`src/rtl/axil_csr_slave.sv`:
```
// AXI4-Lite slave holding a bank of NUM_REGS 32-bit control/status registers.
// Optional build macro AXIL_CSR_DECERR_EN: out-of-range accesses answer DECERR instead of OKAY.
module axil_csr_slave #(
    parameter int NUM_REGS = 16
) (
    input  logic                     axi_aclk,
    input  logic                     axi_aresetn,

    input  logic [10:0]              axi_awaddr,
    input  logic                     axi_awvalid,
    output logic                     axi_awready,

    input  logic [31:0]              axi_wdata,
    input  logic [3:0]               axi_wstrb,
    input  logic                     axi_wvalid,
    output logic                     axi_wready,

    output logic [1:0]               axi_bresp,
    output logic                     axi_bvalid,
    input  logic                     axi_bready,

    input  logic [10:0]              axi_araddr,
    input  logic                     axi_arvalid,
    output logic                     axi_arready,

    output logic [31:0]              axi_rdata,
    output logic [1:0]               axi_rresp,
    output logic                     axi_rvalid,
    input  logic                     axi_rready,

    output logic [32*NUM_REGS-1:0]   reg_q,
    output logic [NUM_REGS-1:0]      wr_pulse
);

    localparam logic [1:0] RESP_OKAY   = 2'b00;
    localparam logic [1:0] RESP_DECERR = 2'b11;
`ifdef AXIL_CSR_DECERR_EN
    localparam logic [1:0] RESP_OOR    = RESP_DECERR;
`else
    localparam logic [1:0] RESP_OOR    = RESP_OKAY;
`endif
    localparam logic [9:0] NUM_REGS_W  = 10'(NUM_REGS);

    function automatic logic [31:0] merge_bytes(input logic [31:0] cur,
                                                input logic [31:0] data,
                                                input logic [3:0]  strb);
        logic [31:0] merged;
        merged = cur;
        for (int b = 0; b < 4; b++) begin
            if (strb[b]) merged[8*b +: 8] = data[8*b +: 8];
        end
        return merged;
    endfunction

    function automatic logic in_range(input logic [8:0] idx);
        return ({1'b0, idx} < NUM_REGS_W);
    endfunction

    logic        ready_en;
    logic        aw_held;
    logic [8:0]  aw_idx;
    logic        w_held;
    logic [31:0] w_data;
    logic [3:0]  w_strb;
    logic [31:0] regs [NUM_REGS];
    logic [31:0] rd_word;
    logic [8:0]  ar_idx;
    logic        aw_fire;
    logic        w_fire;
    logic        ar_fire;
    logic        commit;
    logic        unused_addr_bits;

    // Word addressing: the byte offset within a word carries no meaning here.
    assign unused_addr_bits = ^{axi_awaddr[1:0], axi_araddr[1:0]};
    assign ar_idx           = axi_araddr[10:2];

    assign axi_awready = ready_en & ~aw_held;
    assign axi_wready  = ready_en & ~w_held;
    assign axi_arready = ready_en & ~axi_rvalid;

    assign aw_fire = axi_awvalid & axi_awready;
    assign w_fire  = axi_wvalid  & axi_wready;
    assign ar_fire = axi_arvalid & axi_arready;
    assign commit  = aw_held & w_held & ~axi_bvalid;

    always_ff @(posedge axi_aclk or negedge axi_aresetn) begin
        if (!axi_aresetn) begin
            ready_en <= 1'b0;
        end else begin
            ready_en <= 1'b1;
        end
    end

    // AW and W are held independently; a captured pair waits for B to drain.
    always_ff @(posedge axi_aclk or negedge axi_aresetn) begin
        if (!axi_aresetn) begin
            aw_held <= 1'b0;
            aw_idx  <= '0;
            w_held  <= 1'b0;
            w_data  <= '0;
            w_strb  <= '0;
        end else begin
            if (commit) begin
                aw_held <= 1'b0;
                w_held  <= 1'b0;
            end
            if (aw_fire) begin
                aw_held <= 1'b1;
                aw_idx  <= axi_awaddr[10:2];
            end
            if (w_fire) begin
                w_held <= 1'b1;
                w_data <= axi_wdata;
                w_strb <= axi_wstrb;
            end
        end
    end

    // An out-of-range index matches no entry, so it writes and pulses nothing.
    always_ff @(posedge axi_aclk or negedge axi_aresetn) begin
        if (!axi_aresetn) begin
            for (int i = 0; i < NUM_REGS; i++) begin
                regs[i] <= '0;
            end
            wr_pulse <= '0;
        end else begin
            for (int i = 0; i < NUM_REGS; i++) begin
                if (commit && (aw_idx == 9'(i))) begin
                    regs[i] <= merge_bytes(regs[i], w_data, w_strb);
                end
                wr_pulse[i] <= commit && (aw_idx == 9'(i));
            end
        end
    end

    always_ff @(posedge axi_aclk or negedge axi_aresetn) begin
        if (!axi_aresetn) begin
            axi_bvalid <= 1'b0;
            axi_bresp  <= RESP_OKAY;
        end else if (commit) begin
            axi_bvalid <= 1'b1;
            axi_bresp  <= in_range(aw_idx) ? RESP_OKAY : RESP_OOR;
        end else if (axi_bready) begin
            axi_bvalid <= 1'b0;
        end
    end

    always_comb begin
        rd_word = '0;
        for (int i = 0; i < NUM_REGS; i++) begin
            if (ar_idx == 9'(i)) rd_word = regs[i];
        end
    end

    // Read captures pre-edge contents, so a same-edge commit is not visible.
    always_ff @(posedge axi_aclk or negedge axi_aresetn) begin
        if (!axi_aresetn) begin
            axi_rvalid <= 1'b0;
            axi_rdata  <= '0;
            axi_rresp  <= RESP_OKAY;
        end else if (ar_fire) begin
            axi_rvalid <= 1'b1;
            axi_rdata  <= rd_word;
            axi_rresp  <= in_range(ar_idx) ? RESP_OKAY : RESP_OOR;
        end else if (axi_rready) begin
            axi_rvalid <= 1'b0;
        end
    end

    always_comb begin
        reg_q = '0;
        for (int i = 0; i < NUM_REGS; i++) begin
            reg_q[32*i +: 32] = regs[i];
        end
    end

endmodule

```
`config.mk`:
```
export PLATFORM = sky130hd
export DESIGN_NAME = axil_csr_slave
export DESIGN_NICKNAME = d
export VERILOG_FILES = /design/src/rtl/axil_csr_slave.sv
export SDC_FILE = /design/constraint.sdc
export NUM_CORES = 1
export LEC_CHECK = 0
export CAP_MARGIN = 20
export CELL_PAD_IN_SITES_DETAIL_PLACEMENT = 1
export CELL_PAD_IN_SITES_GLOBAL_PLACEMENT = 1
export CORE_MARGIN = 2
export CORE_UTILIZATION = 44
export DETAILED_ROUTE_END_ITERATION = 10
export GPL_TIMING_DRIVEN = 0
export PLACE_DENSITY_LB_ADDON = 0.08
export SYNTH_ARGS = -nofsm -noshare
export SYNTH_HDL_FRONTEND = slang
export SYNTH_SLANG_ARGS = --single-unit
```
`constraint.sdc`:
```
create_clock -name axi_aclk -period 5.5 [get_ports axi_aclk]
set_clock_uncertainty 0.1 [all_clocks]
set_input_delay 0.825 -clock axi_aclk [delete_from_list [all_inputs] [get_ports axi_aclk]]
set_output_delay 0.825 -clock axi_aclk [all_outputs]
set_load 0.03 [all_outputs]
```
==> qor.csv, run 1 <==
metric,value,unit
path_clk_slew,0.06,ns
portBuffers,624,
power_density,333.3,nW/um^2
synth.most_common_cell,dfrtp_1,
drive_above_1_share,25.87,%
clock-sinks,610,
initialDrtViolationCount,3183,
crit_path_max_incr_delay,1.01,ns
period_minus_slack,4.769,ns
ios,634,
via_per_inst,6.584,
gr-usage-all-layers,45.47,%
post_dp_cell_area,35660,um^2
synth_area,27820,um^2
num_rows,92,
synth-simple-area-share,6.116,%
seqCellArea,15260,um^2
power.switching,0.004190,W
p_int,0.008458,W
synthAdderAreaFrac,0,%
grt_pass1_wl,207400,um
core-area,62740,um^2
crit_arrival,5.19,ns
crit_path_start_kind,input port,
synth_compound_area_share,10.16,%
ys_ff_latch,610,
ir_worst_vdd,0.0002433,V
switching_share,33.13,%
fillers,6259,
critPathMaxFanout,10,
tightestPinTransition,1.320,ns
drt-pass1-iter-count,8,
grt_pass1_vias,26031,
status,finished clean,
p_seq_share,42.9,%
synthTopCellsByCount,"610 x dfrtp_1, 578 x mux2_2, 127 x nand2_1",
postCtsSetupRepairBufs,0,
leakagePower,17.17,nW
slew_violations,0,
synth_top_area_cell,dfrtp_1,
multi_input_area,11980,um^2
critPathCaptureType,register,
slowest_stage,clkbuf_1,
cts_max_level,3,
fin_setup_tns,0,ns
hold_viol,0,
synth_cell_types,66,
synth_cells,2196,
cp_common_cell,buf_2,
clkPwrFrac,36.6,%
globalplace.congestion,0.9911,
initial_core_util,44.35,%
cts-root-buf,clkbuf_16,
netlist_top_cells_area,"dfrtp_1 55%, mux2_2 23%, mux2i_1 2.3%, nand2_1 1.7%, a21oi_1 1.7%",
timing.fmax,209.7,MHz
worstPathCellList,"clkdlybuf4s50_1, buf_2, buf_2, nand2_1, nor3_2, clkbuf_1, a221o_1, a21oi_1, o21ai_0",
worstSetupPathType,in -> reg,
combPwrFrac,20.5,%
synth_edf_count,0,
drt-wirelength-per-cell,39.61,um
synth_xor_area_share,0,%
cts_buffers,68,
grt_max_degree,124,
synth_top_area_share,54.87,%
required,5.93,ns
areaGrowthSynthToFinish,36.39,%
vias,25202,
period_share,86.71,%
synth_top_family_by_area,multiplexers,
clk_latency,0.63,ns
ys.flop_type,dfrtp_1,
die_w,255.5,um
slew_headroom,11.99,%
dpl.hpwl,109600,um
ys_seq_area_share,54.87,%
hold_class,reg -> reg,
antenna_found_initial,15,
die_h,255.5,um
max-cap-violations,0,
clock_path_buffers,3,
cts_tree,done,
async_flop_share,100.0,%
grt_overflow,0,
drc,0,
ant_nets,0,
die_area,65250,um^2
final-setup-viol-count,0,
rsz0062_at_grt,no,
ys.warnings.count,0,
synth_area_per_cell,12.67,um^2
fin_area,37950,um^2
num-nets-final,2993,
synth_mux_area_share,26.62,%
drt-total-wl,151600,um
## repair_timing
item | in CTS | in global routing
hold endpoints to repair | 1 | 0
gates resized for setup | 0 | 0
hold buffers | 1 | 0
## registers in the layout (all words and copies together) (netlist names)
signal and count:
axi_rdata 32, ready_en 1, axi_rvalid 1, aw_held 1, aw_idx 9, w_held 1
w_data 32, reg_q 512, wr_pulse 16, axi_bvalid 1, w_strb 4
## path summary, 6_finish.rpt
| kind | cells past startpoint | startpoint | slack (ns) | endpoint |
|---|---|---|---|---|
| min in group asynchronous | 2 | axi_aresetn | 0.49 | reg_q[505] |
| setup reg to reg | 8 | axi_rvalid | 1.59 | axi_rdata[5] |
| setup / recovery | 9 | axi_araddr[3] | 0.73 | axi_rdata[25] |
| max in group asynchronous | 6 | axi_aresetn | 2.63 | reg_q[495] |
| hold / removal | 1 | reg_q[367] | 0.42 | reg_q[367] |
| hold reg to reg | 1 | reg_q[367] | 0.42 | reg_q[367] |
## power by group through the flow
stage	sequential [W]	clock (W)	combinational, W
6_report	0.00543	0.00463	0.00259
5_1_grt	0.00547	0.00479	0.00269
4_1_cts	0.00540	0.00462	0.00254
3_5_place_dp	0.00548	0	0.00252
3_3_place_gp	0.00545	0	0.00241
2_1_floorplan	0.00565	0	0.000969
## cell type report
type / instances / area share (%)
Buffer: 143 / 1.563
Clock inverter: 14 / 0.4056
Multi-Input combinational cell: 1440 / 31.57
Antenna cell: 10 / 0.06595
Timing Repair Buffer: 659 / 17.95
Sequential cell: 610 / 40.23
Inverter: 6 / 0.05935
Clock buffer: 100 / 5.365
Tap cell: 846 / 2.790
## per-layer routing
| layer | track usage, % | wire length, um | vias up |
|---|---|---|---|
| met5 | 0 | 73 | - |
| met4 | 31.38 | 12070 | 10 |
| met3 | 15.81 | 17680 | 555 |
| met2 | 68.70 | 66950 | 1830 |
| met1 | 54.65 | 54840 | 13168 |
| li1 | - | - | 9639 |
## through the flow
step / hold WS, ns / setup WS [ns] / utilization (%) / instances / total power (W)
finish: 0.4205 / 0.7309 / 60.48 / 3828 / 0.01265
global route: 0.4438 / 0.9205 / 60.45 / 3819 / 0.01295
CTS: 0.4239 / 1.088 / 60.35 / 3813 / 0.01256
detailed placement: 0.4031 / 0.4627 / 56.85 / 3698 / 0.007996
global placement: 0.3906 / -23.39 / 56.01 / 3669 / 0.007860
floorplan: 0.4036 / 2.656 / - / 2199 / 0.006621
## logic make-up after synthesis
| group | count (synthesis) |
|---|---|
| buf+inv | 149 |
| simple gates | 352 |
| mux | 664 |
| compound gates | 419 |
| other cells | 2 |
| flops | 610 |
## layout by cell type (no fill, tap or decap), types with 7 or more instances in the layout
cell type	Yosys	layout
diode_2	0	10
a31oi_1	9	9
o211ai_1	18	18
buf_16	0	8
o221ai_1	18	18
nor3_1	20	19
nand3_1	18	18
a221oi_1	18	18
a21oi_1	95	95
a2111o_1	8	8
o21ai_0	84	84
a211oi_1	14	14
a32oi_1	12	12
a21o_1	9	9
clkinv_2	0	8
clkbuf_16	0	71
nor2b_1	23	23
buf_8	0	18
o31ai_1	7	7
or3_1	12	12
mux2_2	578	578
nand2b_1	13	13
clkbuf_1	99	111
o22ai_1	35	35
a22oi_1	33	33
mux2_1	20	20
buf_1	14	13
dfrtp_1	610	610
nand4_1	7	7
nand2_1	127	127
a221o_1	17	17
clkdlybuf4s50_1	0	623
mux2i_1	65	65
buf_2	24	29
nor2_1	85	85
o32ai_1	7	7
clkbuf_8	0	15
## worst max-delay path: cells and delay by family
kind            cells  cell delay (ns)
buf+inv             4             2.50
simple gates        2             1.25
compound gates      3             0.61
No activity file was read; power rests on OpenSTA's default activity.
==> run 2: changes to the inputs <==
ABC_AREA = 0   (was default)
GPL_ROUTABILITY_DRIVEN = 0   (was default)
==> qor.csv, run 2 (synthesized netlist as in run 1, its figures left out) <==
metric,value,unit,change
status,finished clean,,unchanged
cp_common_cell,o21ai_0,,was buf_2
clk_latency,0.63,ns,about the same
crit_path_max_incr_delay,0.97,ns,was 1.01 ns
die_area,65250,um^2,unchanged
cts_max_level,3,,unchanged
initialDrtViolationCount,2957,,was 3183
ir_worst_vdd,0.0002483,V,was 0.0002433 V
hold_class,reg -> reg,,unchanged
required,5.93,ns,about the same
vias,25346,,was 25202
ios,634,,unchanged
rsz0062_at_grt,no,,unchanged
drt-pass1-iter-count,6,,was 8
core-area,62740,um^2,unchanged
clock-sinks,610,,unchanged
crit_path_start_kind,input port,,unchanged
slew_headroom,8.807,%,was 11.99%
fillers,6276,,was 6259
worstPathCellList,"clkdlybuf4s50_1, or4_1, clkbuf_1, buf_4, nor2_2, buf_2, a22oi_1, o21ai_0, o21ai_0, o211ai_1",,"was clkdlybuf4s50_1, buf_2, buf_2, nand2_1, nor3_2, clkbuf_1, a221o_1, a21oi_1, o21ai_0"
initial_core_util,44.35,%,unchanged
layout_common_cells,"623 x clkdlybuf4s50_1, 610 x dfrtp_1, 578 x mux2_2, 127 x nand2_1, 108 x clkbuf_1",,"was 623 x clkdlybuf4s50_1, 610 x dfrtp_1, 578 x mux2_2, 127 x nand2_1, 111 x clkbuf_1"
worst_slack,0.7187,ns,was 0.7309 ns
fin_setup_tns,0,ns,unchanged
post-place-ws,0.4372,ns,was 0.4627 ns
whs,0.4376,ns,was 0.4205 ns
die_w,255.5,um,unchanged
grt_overflow,0,,unchanged
grt_max_degree,125,,was 124
cts-root-buf,clkbuf_16,,unchanged
drc,0,,unchanged
gr-usage-all-layers,45.18,%,was 45.47%
cts_resized,0,,unchanged
portBuffers,624,,unchanged
period_minus_slack,4.781,ns,was 4.769 ns
max-cap-violations,0,,unchanged
leakagePower,17.26,nW,was 17.17 nW
via_per_inst,6.616,,was 6.584
tightestPinTransition,1.363,ns,was 1.320 ns
die_h,255.5,um,unchanged
clock_path_buffers,3,,unchanged
dpl.hpwl,109500,um,was 109600 um
grt_pass1_vias,26143,,was 26031
critPathMaxFanout,10,,unchanged
reg2reg_slack,1.49,ns,was 1.59 ns
areaGrowthSynthToFinish,36.94,%,was 36.39%
cts_buffers,68,,unchanged
crit_arrival,5.21,ns,was 5.19 ns
drt-total-wl,151400,um,was 151600 um
slowest_stage,nor2_2,,was clkbuf_1
path_clk_slew,0.06,ns,about the same
cts_tree,done,,unchanged
period_share,86.93,%,was 86.71%
drt-wirelength-per-cell,39.51,um,was 39.61 um
antenna_found_initial,10,,was 15
drive_above_1_share,26.15,%,was 25.87%
num-nets-final,2996,,was 2993
slew_violations,0,,unchanged
worstSetupPathType,in -> reg,,unchanged
grt_pass1_wl,206100,um,was 207400 um
timing.fmax,209.1,MHz,was 209.7 MHz
ant_nets,0,,unchanged
num_rows,92,,unchanged
final_common_cell,clkdlybuf4s50_1,,unchanged
final-setup-viol-count,0,,unchanged
critPathCaptureType,register,,unchanged
hold_viol,0,,unchanged
power_density,337.2,nW/um^2,was 333.3 nW/um^2
largest_reg_flops,512,,unchanged
==> run 2: cell types whose count changed in the layout (fill, tap and decap cells not counted), moves of 2 or more <==
cell and change:
bufinv_16 +3, inv_6 +3, clkinvlp_4 -2, clkbuf_8 +4, clkbuf_1 -3, buf_8 +3, diode_2 -4
==> run 2: worst max-delay path: cells and delay by family <==
| family | cells | cell delay, ns |
|---|---|---|
| simple gates | 2 | 1.50 |
| buf+inv | 4 | 1.88 |
| compound gates | 4 | 0.99 |
==> run 2: final cells by class <==
| type | instances | area [um^2] | share of cell area [%] |
|---|---|---|---|
| sequential | 610 | 15260 | 40.07 |
| antenna | 6 | 15.01 | 0.03941 |
| clock inverter | 19 | 271.5 | 0.7127 |
| clock buffer | 99 | 2051 | 5.383 |
| tap | 846 | 1059 | 2.778 |
| timing repair buffer | 662 | 6844 | 17.96 |
| buffer | 143 | 591.8 | 1.553 |
| multi-input combinational | 1440 | 11980 | 31.44 |
| inverter | 6 | 22.52 | 0.05912 |
==> run 2: per-layer routing <==
| layer | track usage (%) | part of all wire, % | up-vias |
|---|---|---|---|
| li1 | - | - | 9648 |
| met1 | 54.66 | 37 | 13188 |
| met2 | 67.47 | 44 | 1907 |
| met3 | 16.02 | 12 | 587 |
| met4 | 31.48 | 8.0 | 16 |
| met5 | 0 | 0.082 | - |
==> run 2: worst paths after layout <==
path / start / endpoint / cells past startpoint
worst max register to register: axi_bvalid / reg_q[101] / 5
min in group asynchronous: axi_aresetn / reg_q[505] / 2
worst min-delay path: reg_q[497] / reg_q[497] / 1
worst max-delay path: axi_araddr[7] / axi_rdata[23] / 10
worst min register to register: reg_q[497] / reg_q[497] / 1
max in group asynchronous: axi_aresetn / reg_q[181] / 4
==> run 2: timing repair <==
action                    in CTS  in global routing
buffers inserted               0                  0
hold endpoints to repair      30                  0
hold buffers                   1                  0
==> run 2: metrics by stage <==
stage                     util, %  total power [W]  std cells  cell area, um^2
final                       60.73          0.01285       3831            38100
after global routing        60.71          0.01314       3826            38090
after CTS                   60.54          0.01276       3817            37980
after detailed placement    56.82         0.007981       3698            35650
after global placement      56.01         0.007851       3669            35140
after floorplan                 -         0.006621       2199            27830
==> run 2: power by group <==
group | internal (W) | total [W] | switching [W]
Clock | 0.00287 | 0.00484 | 0.00197
Combinational | 0.000902 | 0.00258 | 0.00168
Sequential | 0.00486 | 0.00542 | 0.000559
==> patch 1, RTL diff (flow settings as in run 1) <==
Set the parameter `NUM_REGS` to 8 (it was 16).
--- a/src/rtl/axil_csr_slave.sv
+++ b/src/rtl/axil_csr_slave.sv
@@ -1,7 +1,7 @@
 // AXI4-Lite slave holding a bank of NUM_REGS 32-bit control/status registers.
 // Optional build macro AXIL_CSR_DECERR_EN: out-of-range accesses answer DECERR instead of OKAY.
 module axil_csr_slave #(
-    parameter int NUM_REGS = 16
+    parameter int NUM_REGS = 8
 ) (
     input  logic                     axi_aclk,
     input  logic                     axi_aresetn,
Interface: changed (resized reg_q and wr_pulse); port bits go from 634 to 370. No check against the original RTL was run, so the function may have changed too.
==> patch 1 against run 1 <==
First-iteration DRC count shrank 76%. Worst setup slack gained 1200 ps. Sequential cell count shrank 264. Synthesized area shrank 44%. Critical path type unchanged. Die area shrank 43%. Via count shrank 51%. Register-to-register slack gained 960 ps. Total power shrank 44%. Highest routed layer unchanged. Final area shrank 44%. Wire length shrank 62%. Maximum frequency grew 34%. Non-clock buffer count shrank 363. Final cell count shrank 44%.
==> patch 1: results (changes against run 1) <==
[layout]
fillers=3580  ; -43%
largest_reg_flops=256  ; -50%
nets=1712  ; -43%
drive_above_1_share_pct=23.28  ; -2.6 points

[clocking]
clkLatencyLatePin_ps=540  ; -90 ps
clkSlewWorstSetupHoldPaths_ps=60  ; about the same
cts_buffer_depth=3  ; unchanged
h-tree-depth=2  ; -1
post_cts_buffers=0  ; unchanged
postCtsResizedCells=0  ; unchanged
clock-root-buffer=clkbuf_16
numCtsBuffers=38  ; -44%

[critical_path]
regToRegStartpoint=aw_idx[2]$_DFFE_PN0P_
cp_max_fo=10  ; unchanged
worstRegToRegCells=5  ; -3
r2r-end=reg_q[196]$_DFFE_PN0P_
worst-endpoint-arrival_ps=3920  ; -1270 ps
rrSetupSlack_ps=2550  ; +960 ps

[global_route]
grt_first_pass_wirelength_mm=84.34  ; -59%
grt_overflow_total=0  ; unchanged
grt_max_degree=118  ; -4.8%
grt_usage_pct=31.30  ; -14 points
grt_pass1_vias=12780  ; -51%
antenna_found_initial=4  ; -11

[status]
outcome=finished, final reports clean

[timing]
period_share_pct=64.71  ; -22 points
relSlewSlack_pct=26.04  ; +14 points

[synthesis]
synthTopCellsByArea=dfrtp_1 (55%), mux2_2 (19%), o21ai_0 (3.5%)
ys_types=40  ; -39%
synth-async-reset-ratio_pct=100.0  ; unchanged
yosysSeqAreaShare_pct=55.36  ; +0.49 points
synth_warnings=0  ; unchanged
synth.top_cells.by_count=dfrtp_1 (346), mux2_2 (267), o21ai_0 (108)

[routing]
drt_pass1_iterations=5  ; -3
num_vias=12230  ; -51%
drtIter0Drc=772  ; -76%
wirelength_mm=57.77  ; -62%

[placed_design]
hpwl_mm=40.43  ; -63%
placedInstanceArea_mm2=0.01992  ; -44%
place.gp.congestion=0.8182  ; -17%
dpl_worst_slack_ps=1491  ; +1028 ps
io_buffers=360  ; -42%

[power]
p_leak_uw=0.009307  ; -46%
vdd_drop_max_mv=0.2324  ; -4.5%

[min_path]
hp-class=in2async

-- patch 1: changes by cell type in the layout (fill, tap and decap cells not counted), sizes merged, moves of 24 or more --
| cell | delta |
|---|---|
| o311ai | +25 |
| clkbuf | -90 |
| clkdlybuf4s50 | -264 |
| o22ai | -35 |
| o21ai | +24 |
| a211oi | +39 |
| a21oi | -89 |
| nand2 | -36 |
| nor2 | -74 |
| mux2i | -53 |
| buf | -53 |
| dfrtp | -264 |
| inv | +24 |
| mux2 | -322 |
-- patch 1: kinds of logic after synthesis --
family,share of synthesized area [%]
simple gates,10.79
other cells,0.04802
buf+inv,2.840
compound gates,10.13
flops,55.36
mux,20.83
-- patch 1: how the worst max path moves through the flow --
stage / from / end / cells after the start
final: axi_araddr[4] / axi_rdata[17]$_DFFE_PN0P_ / 8
after global routing: axi_araddr[4] / axi_rdata[17]$_DFFE_PN0P_ / 8
after CTS: axi_araddr[4] / axi_rdata[11]$_DFFE_PN0P_ / 8
after detailed placement: axi_araddr[4] / axi_rdata[17]$_DFFE_PN0P_ / 8
after global placement: axi_aresetn / w_data[11]$_DFFE_PN0P_ / 1
after floorplan: axi_araddr[8] / axi_rdata[6]$_DFFE_PN0P_ / 6
-- patch 1: per-layer routing --
| metal | wire (um) | share of wire [%] | track usage (%) | up-vias |
|---|---|---|---|---|
| met4 | 1795 | 3.1 | 10.31 | 2 |
| li1 | - | - | - | 5290 |
| met3 | 3898 | 6.7 | 6.747 | 106 |
| met2 | 27910 | 48 | 51.58 | 441 |
| met5 | 11 | 0.019 | 0 | - |
| met1 | 24150 | 42 | 41.18 | 6390 |
-- patch 1: final cells by class --
cell class	count	area (um2)	share of cell area [%]
repair buffers	363	3691	17.47
diodes	4	10.01	0.04737
clock inverters	9	76.32	0.3612
well taps	461	576.8	2.730
clock buffers	55	1126	5.329
flip-flops and latches	346	8658	40.97
multi-input cells	793	6549	30.99
plain buffers	76	335.3	1.587
inverters	29	108.9	0.5151
-- patch 1: critical path, cell delays in order --
cell and delay [ps]:
clkdlybuf4s50_1 470, clkbuf_1 420, nor2b_1 850, clkbuf_1 650
o21ai_0 230, o21ai_0 190, o311ai_1 170, nand2_1 110
-- patch 1: power breakdown --
part	total [uW]	switching [uW]	internal, uW
sequential	3250	444	2810
combinational	1290	782	503
clock	2520	1050	1460
-- patch 1: per-stage QoR --
stage          power, uW  hold slack (ps)  cells  setup TNS [ps]  util, %
6_report            7056            55.36   2136               0    59.85
5_1_grt             7300            54.54   2135               0    59.84
4_1_cts             7078            47.81   2132               0    59.82
3_5_place_dp        4565            403.6   2068               0    56.41
3_3_place_gp        4507            393.2   2065        -4096950    56.16
2_1_floorplan       3899            380.4   1244               0        -
==> patch 2, RTL diff (flow settings as in run 1) <==
Made on the original files. Make the reset (`axi_aresetn`) synchronous in 5 clocked blocks.
--- a/src/rtl/axil_csr_slave.sv
+++ b/src/rtl/axil_csr_slave.sv
@@ -84,7 +84,7 @@
     assign ar_fire = axi_arvalid & axi_arready;
     assign commit  = aw_held & w_held & ~axi_bvalid;
 
-    always_ff @(posedge axi_aclk or negedge axi_aresetn) begin
+    always_ff @(posedge axi_aclk) begin
         if (!axi_aresetn) begin
             ready_en <= 1'b0;
         end else begin
@@ -93,7 +93,7 @@
     end
 
     // AW and W are held independently; a captured pair waits for B to drain.
-    always_ff @(posedge axi_aclk or negedge axi_aresetn) begin
+    always_ff @(posedge axi_aclk) begin
         if (!axi_aresetn) begin
             aw_held <= 1'b0;
             aw_idx  <= '0;
@@ -118,7 +118,7 @@
     end
 
     // An out-of-range index matches no entry, so it writes and pulses nothing.
-    always_ff @(posedge axi_aclk or negedge axi_aresetn) begin
+    always_ff @(posedge axi_aclk) begin
         if (!axi_aresetn) begin
             for (int i = 0; i < NUM_REGS; i++) begin
                 regs[i] <= '0;
@@ -134,7 +134,7 @@
         end
     end
 
-    always_ff @(posedge axi_aclk or negedge axi_aresetn) begin
+    always_ff @(posedge axi_aclk) begin
         if (!axi_aresetn) begin
             axi_bvalid <= 1'b0;
             axi_bresp  <= RESP_OKAY;
@@ -154,7 +154,7 @@
     end
 
     // Read captures pre-edge contents, so a same-edge commit is not visible.
-    always_ff @(posedge axi_aclk or negedge axi_aresetn) begin
+    always_ff @(posedge axi_aclk) begin
         if (!axi_aresetn) begin
             axi_rvalid <= 1'b0;
             axi_rdata  <= '0;
Check against the original RTL: differs if axi_aresetn is asserted again (counterexample within 4 cycles, from zero or initial values and one cycle with axi_aresetn low); with axi_aresetn held inactive, the same outputs for 4 cycles.
==> patch 2 against run 1 <==
Final area is 3.5% lower. Critical endpoint is now axi_rdata[20]$_SDFFE_PN0P_. Sequential cell count stayed put. Wire length is 3.7% lower. Worst setup slack worse by 360 ps. Total power is 9.6% lower. Via count is 1.0% lower. Synthesized area is 2.7% lower. Highest routed layer unchanged. Synthesized cell count is 1.7% higher.
==> patch 2: results (changes against run 1) <==
[status]
outcome=finished, final reports clean

[clocking]
cts_hold_buf=0  ; -1

[layout]
drive_above_1_share_pct=9.237  ; -17 points
nets=3002  ; +0.30%

[power]
seq_power_share_pct=47.1  ; +4.2 points
p_leak_uw=0.01292  ; -25%
vdd_drop_max_mv=0.2030  ; -17%
p_sw_uw=3122  ; -25%

[placed_design]
hpwl_mm=112.5  ; +2.7%
place.gp.congestion=1.009  ; +1.8%

[synthesis]
synth.top_cells.by_count=edfxtp_1 (512), and2_1 (327), nand2_1 (233)
synth_edf_count=512  ; +512
yosysSeqAreaShare_pct=64.05  ; +9.2 points
synth-async-reset-ratio_pct=0  ; -100 points
syn_area_per_cell_um2=12.12  ; -4.4%
ys_types=76  ; +15%

[global_route]
antenna_found_initial=10  ; -5
grt_first_pass_wirelength_mm=195.1  ; -5.9%
grt_max_degree=14  ; -89%
grt_usage_pct=44.73  ; -0.74 points

[routing]
num_vias=24950  ; -1.0%
wirelength_mm=146.0  ; -3.7%
avgViaCountPerCell=6.605  ; +0.32%
drtIter0Drc=3840  ; +21%

[critical_path]
worst-endpoint-arrival_ps=5570  ; +380 ps

## patch 2: layout make-up
type                       instances  area, um2
inverter                           9      33.78
antenna                            7      17.52
sequential                       610      17340
clock buffer                     102       1978
buffer                           196      949.7
clock inverter                    19      217.7
fill                            6174      23980
timing repair buffer             630       6332
multi-input combinational       1422       8758
tap                              782      978.4
## patch 2: worst max-delay path: stages
cell and delay, ps:
clkdlybuf4s50_1 570, buf_2 260, buf_2 240, clkinv_1 340
clkbuf_1 1000, clkbuf_1 1060, o221ai_1 340, a21oi_1 390
a21oi_1 290, o21ai_0 220
## patch 2: per-stage QoR
| step | hold WS [ps] | worst slack [ps] | instance area [um2] |
|---|---|---|---|
| after floorplan | 335.6 | 2754 | 27080 |
| after CTS | 362.1 | 883.2 | 36570 |
| after global placement | 337.0 | -86.06 | 34300 |
| after global routing | 399.8 | 761.8 | 36590 |
| final | 361.2 | 367.8 | 36600 |
| after detailed placement | 348.8 | 301.7 | 34370 |
## patch 2: logic make-up (layout without fill, tap and decap cells)
kind of cell	after synthesis	in the layout
buffers and inverters	205	956
AOI/OAI and AO/OA	490	490
and+or+nand+nor	837	837
DFF	610	610
muxes	91	91
other	1	11
## patch 2: layer usage
| layer | vias up | track usage, % | wire, um |
|---|---|---|---|
| met3 | 500 | 14.22 | 19800 |
| met5 | - | 0 | 114 |
| li1 | 9606 | - | - |
| met4 | 6 | 24.41 | 9557 |
| met2 | 2207 | 69.45 | 65610 |
| met1 | 12630 | 55.69 | 50940 |
## patch 2: final timing paths
check / start / endpoint / slack (ps) / cells after the start
setup reg to reg: aw_idx[5]$_SDFFE_PN0P_ / regs[1][33]$_SDFFCE_PN0P_ / 1410 / 7
setup / recovery: axi_araddr[3] / axi_rdata[20]$_SDFFE_PN0P_ / 370 / 10
hold reg to reg: axi_rdata[24]$_SDFFE_PN0P_ / axi_rdata[24]$_SDFFE_PN0P_ / 360 / 2
hold / removal: axi_rdata[24]$_SDFFE_PN0P_ / axi_rdata[24]$_SDFFE_PN0P_ / 360 / 2
## patch 2: power by group through the flow
stage                     Sequential [uW]  Clock, uW  Combinational [uW]
after floorplan                      5670          0                 379
after detailed placement             5470          0                1370
after global routing                 5390       4730                1430
after CTS                            5370       4570                1370
after global placement               5470          0                1340
final                                5390       4630                1410
